==> src/rtl/circuit2_pkg.sv <==
// Shared defaults, widths and the result-pair type for the circuit2 result FIFO.
package circuit2_pkg;

    localparam int unsigned DATAWIDTH_DEFAULT = 32;
    localparam int unsigned DEPTH_DEFAULT     = 4;
    localparam int unsigned STATS_W           = 16;

    typedef struct packed {
        logic [DATAWIDTH_DEFAULT-1:0] x;
        logic [DATAWIDTH_DEFAULT-1:0] z;
    } result_pair_t;

    // Occupancy needs one more bit than the pointers to represent DEPTH itself.
    function automatic int unsigned count_width(input int unsigned depth);
        return $clog2(depth) + 1;
    endfunction

endpackage

==> src/rtl/circuit2_fifo_ctrl.sv <==
// Pointer, occupancy and full tracking for the circuit2 result FIFO.
module circuit2_fifo_ctrl
    import circuit2_pkg::*;
#(
    parameter int unsigned DEPTH = DEPTH_DEFAULT,
    parameter int unsigned PTR_W = $clog2(DEPTH),
    parameter int unsigned CNT_W = count_width(DEPTH)
) (
    input  logic             clk,
    input  logic             rst,
    input  logic             push_req_i,
    input  logic             pop_ready_i,
    output logic [PTR_W-1:0] wr_ptr_o,
    output logic [PTR_W-1:0] rd_ptr_o,
    output logic [CNT_W-1:0] count_o,
    output logic             full_o,
    output logic             push_c_o,
    output logic             pop_c_o,
    output logic             drop_c_o
);

    logic [PTR_W-1:0] wr_ptr_q, wr_ptr_d;
    logic [PTR_W-1:0] rd_ptr_q, rd_ptr_d;
    logic [CNT_W-1:0] count_q, count_d;

    assign full_o   = (count_q == CNT_W'(DEPTH));
    assign pop_c_o  = (count_q != '0) & pop_ready_i;
    // A pop in the same cycle frees a slot, so a full FIFO still accepts.
    assign push_c_o = push_req_i & (~full_o | pop_c_o);
    assign drop_c_o = push_req_i & ~push_c_o;

    // Pointers wrap naturally since DEPTH is a power of two.
    always_comb begin
        wr_ptr_d = wr_ptr_q;
        rd_ptr_d = rd_ptr_q;
        count_d  = count_q;
        if (push_c_o) wr_ptr_d = wr_ptr_q + PTR_W'(1);
        if (pop_c_o)  rd_ptr_d = rd_ptr_q + PTR_W'(1);
        case ({push_c_o, pop_c_o})
            2'b10:   count_d = count_q + CNT_W'(1);
            2'b01:   count_d = count_q - CNT_W'(1);
            default: count_d = count_q;
        endcase
    end

    always_ff @(posedge clk) begin
        if (rst) begin
            wr_ptr_q <= '0;
            rd_ptr_q <= '0;
            count_q  <= '0;
        end else begin
            wr_ptr_q <= wr_ptr_d;
            rd_ptr_q <= rd_ptr_d;
            count_q  <= count_d;
        end
    end

    assign wr_ptr_o = wr_ptr_q;
    assign rd_ptr_o = rd_ptr_q;
    assign count_o  = count_q;

endmodule

==> src/rtl/circuit2_result_fifo.sv <==
// Result-pair FIFO: buffers {x, z} results, sticky overflow on drops.
// Define CIRCUIT2_RESULT_STATS_EN to add saturating accept/drop counters.
module circuit2_result_fifo
    import circuit2_pkg::*;
#(
    parameter int unsigned DATAWIDTH = DATAWIDTH_DEFAULT,
    parameter int unsigned DEPTH     = DEPTH_DEFAULT
) (
    input  logic                          clk,
    input  logic                          rst,
    input  logic                          in_valid,
    input  logic [DATAWIDTH-1:0]          x_in,
    input  logic [DATAWIDTH-1:0]          z_in,
    output logic                          out_valid,
    input  logic                          out_ready,
    output logic [DATAWIDTH-1:0]          out_x,
    output logic [DATAWIDTH-1:0]          out_z,
    output logic [count_width(DEPTH)-1:0] count,
    output logic                          full,
    output logic                          overflow
`ifdef CIRCUIT2_RESULT_STATS_EN
    ,
    output logic [STATS_W-1:0]            accept_cnt,
    output logic [STATS_W-1:0]            drop_cnt
`endif
);

    localparam int unsigned PTR_W = $clog2(DEPTH);
    localparam int unsigned CNT_W = count_width(DEPTH);

    typedef struct packed {
        logic [DATAWIDTH-1:0] x;
        logic [DATAWIDTH-1:0] z;
    } pair_t;

    logic [PTR_W-1:0] wr_ptr, rd_ptr;
    logic             push_c, pop_c, drop_c;
    logic             overflow_q;
    pair_t            mem_q [DEPTH];
    pair_t            head;

    circuit2_fifo_ctrl #(
        .DEPTH (DEPTH),
        .PTR_W (PTR_W),
        .CNT_W (CNT_W)
    ) u_ctrl (
        .clk         (clk),
        .rst         (rst),
        .push_req_i  (in_valid),
        .pop_ready_i (out_ready),
        .wr_ptr_o    (wr_ptr),
        .rd_ptr_o    (rd_ptr),
        .count_o     (count),
        .full_o      (full),
        .push_c_o    (push_c),
        .pop_c_o     (pop_c),
        .drop_c_o    (drop_c)
    );

    // Storage holds no reset: occupancy alone decides what is valid.
    always_ff @(posedge clk) begin
        if (push_c) mem_q[wr_ptr] <= {x_in, z_in};
    end

    always_ff @(posedge clk) begin
        if (rst)         overflow_q <= 1'b0;
        else if (drop_c) overflow_q <= 1'b1;
    end

    assign head      = mem_q[rd_ptr];
    assign out_valid = (count != '0);
    assign out_x     = out_valid ? head.x : '0;
    assign out_z     = out_valid ? head.z : '0;
    assign overflow  = overflow_q;

`ifdef CIRCUIT2_RESULT_STATS_EN
    logic [STATS_W-1:0] accept_cnt_q, drop_cnt_q;

    // Both counters stick at all-ones rather than wrapping.
    always_ff @(posedge clk) begin
        if (rst) begin
            accept_cnt_q <= '0;
            drop_cnt_q   <= '0;
        end else begin
            if (push_c && accept_cnt_q != '1) accept_cnt_q <= accept_cnt_q + STATS_W'(1);
            if (drop_c && drop_cnt_q != '1)   drop_cnt_q   <= drop_cnt_q + STATS_W'(1);
        end
    end

    assign accept_cnt = accept_cnt_q;
    assign drop_cnt   = drop_cnt_q;
`endif

endmodule

==> config.mk <==
export PLATFORM = sky130hd
export DESIGN_NAME = circuit2_result_fifo
export DESIGN_NICKNAME = d
export VERILOG_FILES = /design/src/rtl/circuit2_pkg.sv /design/src/rtl/circuit2_fifo_ctrl.sv /design/src/rtl/circuit2_result_fifo.sv
export SDC_FILE = /design/constraint.sdc
export NUM_CORES = 1
export LEC_CHECK = 0
export BUFFER_PORTS_ARGS = -buffer_cell sky130_fd_sc_hd__buf_2
export CAP_MARGIN = 5
export CELL_PAD_IN_SITES_DETAIL_PLACEMENT = 1
export CELL_PAD_IN_SITES_GLOBAL_PLACEMENT = 1
export CORE_MARGIN = 4
export CORE_UTILIZATION = 45
export CTS_CLUSTER_DIAMETER = 150
export DETAILED_ROUTE_END_ITERATION = 8
export GPL_ROUTABILITY_DRIVEN = 0
export GPL_TIMING_DRIVEN = 0
export MAX_ROUTING_LAYER = met4
export PLACE_DENSITY = 0.72
export RECOVER_POWER = 50
export SYNTH_ARGS = -nofsm -noshare
export SYNTH_HDL_FRONTEND = slang
export SYNTH_SLANG_ARGS = --single-unit
==> constraint.sdc <==
create_clock -name clk -period 4.6 [get_ports clk]
set_input_delay 1.15 -clock clk [delete_from_list [all_inputs] [get_ports clk]]
set_output_delay 1.15 -clock clk [all_outputs]
set_load 0.01 [all_outputs]
== Yosys cells after proc, flatten, opt, wreduce, memory -nomap -nowiden ==
Memory sizes are Yosys's and may differ from the RTL's. A register that Yosys moved wholly into a read port is not among the register bits.
Cells that the tools add are included.
Storage, ports and cells
  output and inout bits: 70
  bits in writable memories: 256
  logic and storage cells: 27
  input port bits: 68
  register bits: 8
  memories: 1
Cells by class
  mux-type cells: 7
  equality and inequality tests: 3
  $add $sub $neg: 4
  reduce and logical (&&, ||, !) cells: 2
  bitwise gates (word level): 6
Memory list
  mem_q: depth 4, width 64, rd ports 1, clocked after memory_dff 1, wr ports 1, RTL line circuit2_result_fifo.sv:39  | pair_t mem_q [DEPTH];
Operators with widths (number)
  two-way mux 32 bit: 2
  case mux 3 bit (2 select lines): 1
  adder 2 x 1 -> 2 bit (second input constant): 2
  two-way mux 2 bit: 2
  adder 3 x 1 -> 3 bit (second input constant): 1
  AND 1 bit: 3
  == test 3 bit (second input constant): 1
  nonzero test 3 bit: 1
  subtractor 3 x 1 -> 3 bit (second input constant): 1
  == test 2 x 1 -> 1 bit (second input constant): 1
  == test 2 bit (second input constant): 1
  two-way mux 1 bit: 2
  NOT 1 bit: 2
  nonzero test 2 bit: 1
  OR 1 bit: 1

== Longest topological paths before layout ==
Gate-level depths: netlist of the first run.
  depth after elaboration: 6
  gate-level depth with buffers: 9

== Hierarchy ==
A second synthesis of the first run with hierarchy kept.
Second synthesis, totals
  cell total of the unflattened synthesis: 454
  area total of the unflattened synthesis: 10178.5 µm²
Modules (own cells, without submodules)
  circuit2_result_fifo: cells each 414, area each 9800.6 µm², instances 1
  circuit2_fifo_ctrl: cells each 40, area each 377.9 µm², instances 1

== Worst setup path after synthesis of the first run ==
OpenSTA, ideal clock, no wires.
  path type: input to register
  from: input out_ready
  to: memory mem_q[0][0] in the netlist's numbering, enable pin
  arrival time: 3.070 ns
  path slack: 1.102 ns
  library setup time: 0.429 ns
  required time: 4.171 ns
  path buffers: 0
  cell stages on the path: 3
  cell sequence: inv_1 a21boi_1 and2_1
On the way
  cells in the longest elaborated chain, start to end: 5
RTL lines
  start, declared: RTL line circuit2_result_fifo.sv:15  | input logic out_ready,
  AND 1 bit: RTL line circuit2_fifo_ctrl.sv:27  | assign pop_c_o = (count_q != '0) & pop_ready_i;
  OR 1 bit: RTL line circuit2_fifo_ctrl.sv:29  | assign push_c_o = push_req_i & (~full_o | pop_c_o);
  AND 1 bit: RTL line circuit2_fifo_ctrl.sv:29
  two-way mux 1 bit: RTL line circuit2_result_fifo.sv:62  | if (push_c) mem_q[wr_ptr] <= {x_in, z_in};
  two-way mux 1 bit (implied by the code): RTL line circuit2_result_fifo.sv:62
  end, declared: RTL line circuit2_result_fifo.sv:39
Every way passes these cells.

== Final worst setup path of the first run ==
  from: input out_ready
  to: memory mem_q[0][1] in the netlist's numbering, enable pin
The elaborated chain is that of the path after synthesis.

==> reports/qor.yml, run 1 <==
clock_network:
  clk_pin_slew_worst_paths_ps: 60
  clock-sinks: 266
  holdBufCountCts: 0
  clock_latency_ps: 520
  postCtsSetupBuffers: 0
  cts-root-buf: "clkbuf_16"
  cts_buffers: 28
  cts_tree: "yes"
  cts_buffer_depth: 3
  cts.htree.levels: 1
  cts_resized: 0
die:
  start_util_pct: 46.4
  core_area_um2: 22100
  num_io_pins: 138
  die_w_um: 159
  dieArea_um2: 25300
  die_h_um: 159
  rows: 54
cells_and_area:
  syn2layout_area_growth_pct: 19.1
  fill_cells: 1969
  drive_gt1_share_pct: 29.2
  nNetsFinal: 706
  stdcell_area_um2: 12200
  final_core_util_pct: 55.3
status:
  status: "finished, violations left"
  violations: "capacitance limit, slew limit"
power:
  power.switching_mw: 1.88
  ir_drop_mv: 0.334
  power.share.clock_pct: 32.2
  powerDensity_nw_per_um2: 570
  combPwrFrac_pct: 26.0
  seqPwrFrac_pct: 41.9
  p_int_mw: 5.07
  p_sw_share_pct: 27.1
  cellLeakagePower_nw: 4.12
synthesis:
  ys_ff_latch: 266
  yosysTopAreaCell: "edfxtp_1"
  syn-num-nets: 535
  synth-edff-count: 256
  synth_top_cells_by_count: "edfxtp_1, and2_1, mux4_2, dfxtp_1, nor2_1"
  synth_top_area_share_pct: 75.0
  synthXorXnorAreaFrac_pct: 0.342
  synthDistinctLibCells: 26
  mappedNetlistArea_um2: 10300
  synthTopCellsByArea: "edfxtp_1, mux4_2, and2_1"
  synth_adder_area_share_pct: 0.805
  synth_mux_area_share_pct: 14.4
  synth_simple_gate_area_share_pct: 4.85
  synthArstFlopShare_pct: 0
  synth_compound_area_share_pct: 0.439
  yosysWarnings: 0
  synth_top_family_by_area: "multiplexers"
  synth.most_common_cell: "edfxtp_1"
  synth_cells: 461
  synth.avg_cell_area_um2: 22.2
  yosysSeqAreaShare_pct: 76.9
  synth-main-ff-cell: "edfxtp_1"
timing:
  worstMarginPinSlew_ps: 1760
  worst_hold_slack_ps: 498
  grt_setup_unrepaired: "no"
  clock.fmax_mhz: 274
  maxSlewViolCount: 96
  setup_violations: 0
  relSlewSlack_pct: -17.4
  finalSetupTns_ps: 0
  finClkSkew_ps: 5.51
  hold_viol: 0
  period_share_pct: 79.2
  finalCriticalPeriod_ps: 3640
place:
  numPortBuffers: 137
  dp_hpwl_um: 13200
  placed_area_um2: 11400
setup_path:
  max_stage_delay_ps: 1420
  worstPathArrival_ps: 3850
  rr_worst_depth: 4
  startpoint_type: "input port"
  path_class: "in2reg"
  cp_slowest_cell: "and2_1"
  cp_num_buf_inv: 3
  crit_path_end_kind: "flip-flop"
  worst-path-max-fanout: 33
  cp.depth: 5
  crit_chain: "clkbuf_1 -> inv_1 -> a21boi_0 -> and2_1 -> buf_12"
  path_delay_family: "simple AND/OR/NAND/NOR gates"
  critical_path_required_ps: 4800
global_route:
  grt_max_degree: 34
  grt_pass1_wl_um: 32600
  grt-ovfl-total: 0
  grt_pass1_vias: 5597
  grt_use_total_pct: 16.9
  antenna_found_initial: 1
min_path:
  hold_path_class: "reg2reg"
  whs_path_depth: 2
route:
  via_per_inst: 5.30
  initialDrtViolationCount: 274
  wirelength_um: 20700
  drc_errors: 0
  ant_nets: 0
  firstDrtPassIters: 4
  dr_total_vias: 4948
  wire_per_inst_um: 22.2
run:
  maxCapViolCount: 3
-- cells in the final DEF, fill, tap and decap left out, types with 2 or more instances in the layout --
cell type  instances
edfxtp_1         256
clkbuf_1          77
buf_2             75
and2_1            67
mux4_2            60
clkbuf_16         29
buf_12            10
dfxtp_1           10
nor2_1             9
clkinv_1           9
inv_1              8
clkinv_2           6
ha_1               5
mux4_1             4
xor2_1             4
bufinv_16          4
or3_1              2
clkbuf_2           2
a21oi_1            2
nand2b_1           2
-- worst min-delay path: cells and delay by family (launching register included) --
family	cells	cell delay, ps
AND/OR/NAND/NOR	1	70
flip-flops	1	340
AO/OA/AOI/OAI	1	50
-- worst paths after layout --
path / startpoint / end / slack, ps
hold / removal: overflow / overflow / 500
hold reg to reg: overflow / overflow / 500
setup reg to reg: u_ctrl.count_o[0] / mem_q[0][1] / 1200
setup / recovery: out_ready / mem_q[0][1] / 960
-- power groups by stage --
stage               logic [mW]  registers, mW  clock network (mW)
finish                    1.81           2.91                2.24
global route              1.99           2.93                2.42
CTS                       1.89           2.91                2.30
detailed placement        1.88           2.96                   0
global placement          1.81           2.96                   0
floorplan                 1.17           2.96                   0
-- routing by layer --
layer	share of wire (%)	vias up	global-route usage, %	routed length, um
met4	1.8	0	3.51	365
met2	53	118	29.7	11000
met1	40	2596	20.6	8280
li1	-	2205	-	-
met3	5.0	29	3.55	1040
met5	0	-	-	0
-- kinds of logic (layout without fill, tap and decap cells) --
group | after synthesis | in the layout
other | 0 | 1
buffers and inverters | 30 | 222
xor gates and xnor gates | 4 | 4
AOI/OAI and AO/OA | 7 | 7
DFF | 266 | 266
adders and majority gates | 6 | 6
muxes | 66 | 66
and+or+nand+nor | 82 | 82
-- flip-flops by register name, summed over array words and instances (netlist names), named ones only --
signal and count:
u_ctrl.wr_ptr_o 2, u_ctrl.count_o 3, overflow 1, u_ctrl.rd_ptr_o 2
mem_q 256
-- metrics by stage --
stage,instances,power (mW),worst slack [ps]
2_1_floorplan,461,4.13,1100
3_3_place_gp,878,4.77,-275
3_5_place_dp,882,4.84,1480
4_1_cts,933,7.10,1130
5_1_grt,934,7.34,683
6_report,934,6.96,956
-- final cells by class --
type,count,area [um^2],share of cell area [%]
Antenna cell,1,2.50,0.0205
Sequential cell,266,7890,64.6
Clock buffer,31,733,6.00
Timing Repair Buffer,141,681,5.57
Inverter,8,30.0,0.246
Buffer,22,198,1.62
Tap cell,280,350,2.87
Clock inverter,20,191,1.57
Multi-Input combinational cell,165,2140,17.5
No activity file was read; power rests on OpenSTA's default activity.
==> run 2, diff against run 1 <==
--- a/config.mk
+++ b/config.mk
@@ -5,18 +5,19 @@
 export SDC_FILE = /design/constraint.sdc
 export NUM_CORES = 1
 export LEC_CHECK = 0
+export ABC_AREA = 1
 export BUFFER_PORTS_ARGS = -buffer_cell sky130_fd_sc_hd__buf_2
 export CAP_MARGIN = 5
 export CELL_PAD_IN_SITES_DETAIL_PLACEMENT = 1
 export CELL_PAD_IN_SITES_GLOBAL_PLACEMENT = 1
 export CORE_MARGIN = 4
-export CORE_UTILIZATION = 45
+export CORE_UTILIZATION = 42
 export CTS_CLUSTER_DIAMETER = 150
 export DETAILED_ROUTE_END_ITERATION = 8
 export GPL_ROUTABILITY_DRIVEN = 0
 export GPL_TIMING_DRIVEN = 0
 export MAX_ROUTING_LAYER = met4
-export PLACE_DENSITY = 0.72
+export PLACE_DENSITY = 0.75
 export RECOVER_POWER = 50
 export SYNTH_ARGS = -nofsm -noshare
 export SYNTH_HDL_FRONTEND = slang
==> constraint.sdc (replaced) <==
create_clock -name clk -period 3 [get_ports clk]
set_input_delay 0.75 -clock clk [delete_from_list [all_inputs] [get_ports clk]]
set_output_delay 0.75 -clock clk [all_outputs]
set_load 0.01 [all_outputs]
==> reports/qor.yml, run 2 <==
setup_path:
  worstPathArrival_ps: 2130  # was 3850 ps
  crit_end: "out_x[17]"  # was mem_q[0][1]
  worst_r2r_endpoint: "mem_q[2][58]"  # was mem_q[0][1]
  path_class: "reg2out"  # was in2reg
  rr_worst_depth: 6  # was 4
  critical_path_required_ps: 2250  # was 4800 ps
  rr_startpoint: "u_ctrl.count_o[1]"  # was u_ctrl.count_o[0]
  worst-path-max-fanout: 10  # was 33
  crit_path_end_kind: "output pin"  # was flip-flop
  startpoint_type: "flip-flop"  # was input port
  rrSetupSlack_ps: 330  # was 1200 ps
place:
  dpl_worst_slack_ps: 6.29  # was 1480 ps
  numPortBuffers: 137  # unchanged
  dp_hpwl_um: 17100  # was 13200 um
power:
  powerDensity_nw_per_um2: 864  # was 570 nW/um^2
  finalPower_mw: 10.8  # was 6.96 mW
  ir_drop_mv: 0.462  # was 0.334 mV
  cellLeakagePower_nw: 4.45  # was 4.12 nW
clock_network:
  cts-root-buf: "clkbuf_16"  # unchanged
  cts_tree: "yes"  # unchanged
  clock_latency_ps: 530  # was 520 ps
  holdBufCountCts: 0  # unchanged
  cts.htree.levels: 1  # unchanged
  cts_resized: 0  # unchanged
  postCtsSetupBuffers: 0  # unchanged
  cts_buffers: 28  # unchanged
  clk_pin_slew_worst_paths_ps: 60  # about the same
  cts_buffer_depth: 3  # unchanged
  clock-sinks: 266  # unchanged
timing:
  maxSlewViolCount: 0  # was 96
  relSlewSlack_pct: 25.9  # was -17.4%
  finalSetupTns_ps: 0  # unchanged
  worst_hold_slack_ps: 402  # was 498 ps
  worstMarginPinSlew_ps: 1110  # was 1760 ps
  fin_ws_ps: 120  # was 956 ps
  finClkSkew_ps: 6.86  # was 5.51 ps
  clock.fmax_mhz: 347
  grt_setup_unrepaired: "no"  # unchanged
  period_share_pct: 96.0
  hold_viol: 0  # unchanged
  setup_violations: 0  # unchanged
  finalCriticalPeriod_ps: 2880
synthesis:
  synth.avg_cell_area_um2: 12.6  # was 22.2 um^2
  mappedNetlistArea_um2: 10500  # was 10300 um^2
  synth.most_common_cell: "nor2_1"  # was edfxtp_1
  synth_cells: 831  # was 461
  synthDistinctLibCells: 19  # was 26
  syn-num-nets: 905  # was 535
  yosysSeqAreaShare_pct: 75.2  # was 76.9%
  yosysTopAreaCell: "edfxtp_1"  # unchanged
  synth_compound_area_share_pct: 9.55  # was 0.439%
  synthArstFlopShare_pct: 0  # unchanged
  synth_simple_gate_area_share_pct: 10.5  # was 4.85%
  synth-edff-count: 256  # unchanged
  synth_adder_area_share_pct: 0.787  # was 0.805%
  synth_top_area_share_pct: 73.3  # was 75.0%
  synthTopCellsByArea: "edfxtp_1, nor2_1, o21ai_0"  # was edfxtp_1, mux4_2, and2_1
  synth_top_cells_by_count: "nor2_1, edfxtp_1, o21ai_0, a21oi_1, inv_1"  # was edfxtp_1, and2_1, mux4_2, dfxtp_1, nor2_1
  synth_top_family_by_area: "simple AND/OR/NAND/NOR gates"  # was multiplexers
  ys_ff_latch: 266  # unchanged
  yosysWarnings: 0  # unchanged
  synth_mux_area_share_pct: 0  # was 14.4%
  synth-main-ff-cell: "edfxtp_1"  # unchanged
  synthXorXnorAreaFrac_pct: 0  # was 0.342%
cells_and_area:
  regMostFlops: "mem_q"  # unchanged
  layout_commonest_cell: "nor2_1"  # was edfxtp_1
  largest_reg_flops: 256  # unchanged
  layout_common_cells: "nor2_1, edfxtp_1, o21ai_0, clkbuf_1, buf_2"  # was edfxtp_1, clkbuf_1, buf_2, and2_1, mux4_2
  drive_gt1_share_pct: 14.8  # was 29.2%
  fill_cells: 2636  # was 1969
  syn2layout_area_growth_pct: 19.3  # was 19.1%
  nNetsFinal: 1080  # was 706
route:
  via_per_inst: 5.14  # was 5.30
  dr_total_vias: 6933  # was 4948
  initialDrtViolationCount: 452  # was 274
  drc_errors: 0  # unchanged
  wire_per_inst_um: 19.7  # was 22.2 um
  wirelength_um: 26600  # was 20700 um
  firstDrtPassIters: 5  # was 4
  ant_nets: 0  # unchanged
global_route:
  grt_pass1_wl_um: 41000  # was 32600 um
  grt_use_total_pct: 19.3  # was 16.9%
  antenna_found_initial: 1  # unchanged
  grt_max_degree: 29  # was 34
  grt-ovfl-total: 0  # unchanged
  grt_pass1_vias: 7481  # was 5597
die:
  dieArea_um2: 27600  # was 25300 um^2
  die_w_um: 166  # was 159 um
  rows: 57  # was 54
  start_util_pct: 42.9  # was 46.4%
  num_io_pins: 138  # unchanged
  die_h_um: 166  # was 159 um
  core_area_um2: 24500  # was 22100 um^2
run:
  maxCapViolCount: 0  # was 3
min_path:
  hold_path_class: "in2reg"  # was reg2reg
status:
  status: "completed"  # was finished, violations left
[run 2: final cells by class]
cell class	count	area (um^2)	share of cell area [%]
sequential	266	7890	63.0
multi-input combinational	496	2200	17.6
timing repair buffer	145	761	6.08
clock buffer	35	748	5.98
tap	324	405	3.24
buffer	47	338	2.70
clock inverter	14	91.3	0.730
inverter	22	82.6	0.660
antenna	1	2.50	0.0200
[run 2: cell families after synthesis]
family,after synthesis
simple gates,290
flops,266
buf+inv,69
fa+ha+maj,6
compound gates,200
[run 2: worst max-delay path, cell delays in order (launching register included)]
cell      delay (ps)
dfxtp_1          340
inv_2             60
buf_4            190
clkbuf_1         400
o21ai_0          170
a21oi_1          260
buf_2            180
[run 2: power by group]
group,internal [mW],total [mW],switching (mW)
registers,4.35,4.43,0.0792
logic,1.10,3.21,2.11
clock network,1.83,3.17,1.34
total,7.28,10.8,3.53
[run 2: how the worst min path moves through the flow]
stage	end	depth (start not counted)	start
floorplan	flip-flop	2	u_ctrl.rd_ptr_o[1]
CTS	overflow	2	rst
finish	overflow	2	rst
global route	overflow	2	rst
global placement	overflow	2	overflow
detailed placement	overflow	2	overflow
[run 2: metal layers]
layer  track usage, %  up-vias  share of wire [%]
li1                 -     3283                  -
met5                -        -                  0
met2             33.6      167                 51
met1             23.9     3442                 43
met4             4.02        0                1.5
met3             3.26       41                4.5
[run 2: metrics by stage]
stage               instances  instance area, um^2  util [%]
floorplan                 831                10500         -
global placement         1292                11600      47.4
detailed placement       1300                11800      48.1
CTS                      1349                12600      51.5
global route             1350                12500      51.1
finish                   1350                12500      51.1
==> run 3, diff against run 2 <==
--- a/config.mk
+++ b/config.mk
@@ -16,7 +16,6 @@
 export DETAILED_ROUTE_END_ITERATION = 8
 export GPL_ROUTABILITY_DRIVEN = 0
 export GPL_TIMING_DRIVEN = 0
-export MAX_ROUTING_LAYER = met4
 export PLACE_DENSITY = 0.75
 export RECOVER_POWER = 50
 export SYNTH_ARGS = -nofsm -noshare
==> reports/qor.yml, run 3 (synthesis gave the netlist of run 2 again) <==
min_path:
  min-delay-start: "rst"  # unchanged
  hold_path_class: "in2reg"  # unchanged
die:
  die_h_um: 166  # unchanged
  core_area_um2: 24500  # unchanged
  dieArea_um2: 27600  # unchanged
  start_util_pct: 42.9  # unchanged
  die_w_um: 166  # unchanged
  rows: 57  # unchanged
  num_io_pins: 138  # unchanged
timing:
  clock.fmax_mhz: 347  # about the same
  hold_viol: 0  # unchanged
  setup_violations: 0  # unchanged
  maxSlewViolCount: 0  # unchanged
  relSlewSlack_pct: 25.5  # was 25.9%
  finalCriticalPeriod_ps: 2880  # about the same
  fin_ws_ps: 121  # was 120 ps
  finalSetupTns_ps: 0  # unchanged
  finClkSkew_ps: 7.81  # was 6.86 ps
  worst_hold_slack_ps: 404  # was 402 ps
  worstMarginPinSlew_ps: 1110  # about the same
  period_share_pct: 96.0  # about the same
  grt_setup_unrepaired: "no"  # unchanged
route:
  dr_total_vias: 6926  # was 6933
  drc_errors: 0  # unchanged
  firstDrtPassIters: 5  # unchanged
  wirelength_um: 26500  # was 26600 um
  initialDrtViolationCount: 426  # was 452
  wire_per_inst_um: 19.7  # about the same
  via_per_inst: 5.13  # was 5.14
  ant_nets: 0  # unchanged
place:
  dp_cells: 1300  # unchanged
  numPortBuffers: 137  # unchanged
  placed_area_um2: 11800  # unchanged
  dpl_worst_slack_ps: 6.29  # unchanged
  dp_hpwl_um: 17100  # unchanged
power:
  powerDensity_nw_per_um2: 863  # was 864 nW/um^2
  ir_drop_mv: 0.462  # about the same
  finalPower_mw: 10.8  # about the same
  cellLeakagePower_nw: 4.46  # was 4.45 nW
clock_network:
  postCtsSetupBuffers: 0  # unchanged
  cts_resized: 0  # unchanged
  cts_buffers: 28  # unchanged
  cts_buffer_depth: 3  # unchanged
  cts.htree.levels: 1  # unchanged
  holdBufCountCts: 0  # unchanged
  cts_tree: "yes"  # unchanged
  cts-root-buf: "clkbuf_16"  # unchanged
  clock-sinks: 266  # unchanged
  clk_pin_slew_worst_paths_ps: 60  # about the same
  clock_latency_ps: 530  # about the same
setup_path:
  path_class: "reg2out"  # unchanged
  startpoint_type: "flip-flop"  # unchanged
  critical_path_required_ps: 2250  # about the same
  worstPathArrival_ps: 2130  # about the same
  worst-path-max-fanout: 10  # unchanged
  rr_startpoint: "u_ctrl.count_o[1]"  # unchanged
  crit_path_end_kind: "output pin"  # unchanged
global_route:
  antenna_found_initial: 1  # unchanged
  grt-ovfl-total: 0  # unchanged
  grt_pass1_vias: 7487  # was 7481
  grt_pass1_wl_um: 41000  # about the same
  grt_max_degree: 29  # unchanged
  grt_use_total_pct: 18.7  # was 19.3%
cells_and_area:
  regMostFlops: "mem_q"  # unchanged
  drive_gt1_share_pct: 15.0  # was 14.8%
  finalNonFillerCells: 1349  # was 1350
  syn2layout_area_growth_pct: 19.3  # unchanged
  layout_commonest_cell: "nor2_1"  # unchanged
  diodes: 0  # was 1
  fill_cells: 2636  # unchanged
  stdcell_area_um2: 12500  # unchanged
  nNetsFinal: 1080  # unchanged
  final_core_util_pct: 51.1  # unchanged
  largest_reg_flops: 256  # unchanged
  layout_common_cells: "nor2_1, edfxtp_1, o21ai_0, clkbuf_1, buf_2"  # unchanged
status:
  status: "completed"  # unchanged
run:
  maxCapViolCount: 0  # unchanged
==> run 3: cell types whose count changed in the layout (fill, tap and decap cells not counted), sizes merged <==
cell   before  now
diode       1    0
==> run 3: final cells by class <==
class / instances / area, um^2 / share of cell area (%)
Multi-Input combinational cell: 496 / 2200 / 17.6
Tap cell: 324 / 405 / 3.24
Sequential cell: 266 / 7890 / 63.0
Timing Repair Buffer: 145 / 761 / 6.08
Clock inverter: 14 / 91.3 / 0.730
Buffer: 47 / 340 / 2.72
Inverter: 22 / 82.6 / 0.660
Clock buffer: 35 / 748 / 5.98
==> run 3: path summary, 6_finish.rpt <==
path | depth (start not counted) | slack, ps | endpoint
setup reg to reg | 6 | 320 | mem_q[2][42]
hold reg to reg | 2 | 450 | overflow
setup / recovery | 6 | 120 | out_x[26]
hold / removal | 2 | 400 | overflow
==> run 3: where the power goes <==
| group | internal, mW | total (mW) | leakage (nW) | switching, mW |
|---|---|---|---|---|
| Sequential | 4.35 | 4.43 | 2.43 | 0.0793 |
| Combinational | 1.10 | 3.21 | 1.62 | 2.11 |
| Clock | 1.83 | 3.17 | 0.407 | 1.34 |
| Total | 7.28 | 10.8 | 4.46 | 3.52 |
==> run 3: worst max-delay path, cell delays in order (launching register included) <==
cell and delay, ps:
dfxtp_1 340, inv_2 60, buf_4 190, buf_1 430, o21ai_0 190, a21oi_1 220
buf_2 170
==> run 3: layer usage <==
metal / track usage (%) / wire (um)
met4: 4.02 / 376
met3: 3.45 / 1390
met2: 33.8 / 13700
met5: 0 / 13
met1: 23.6 / 11000
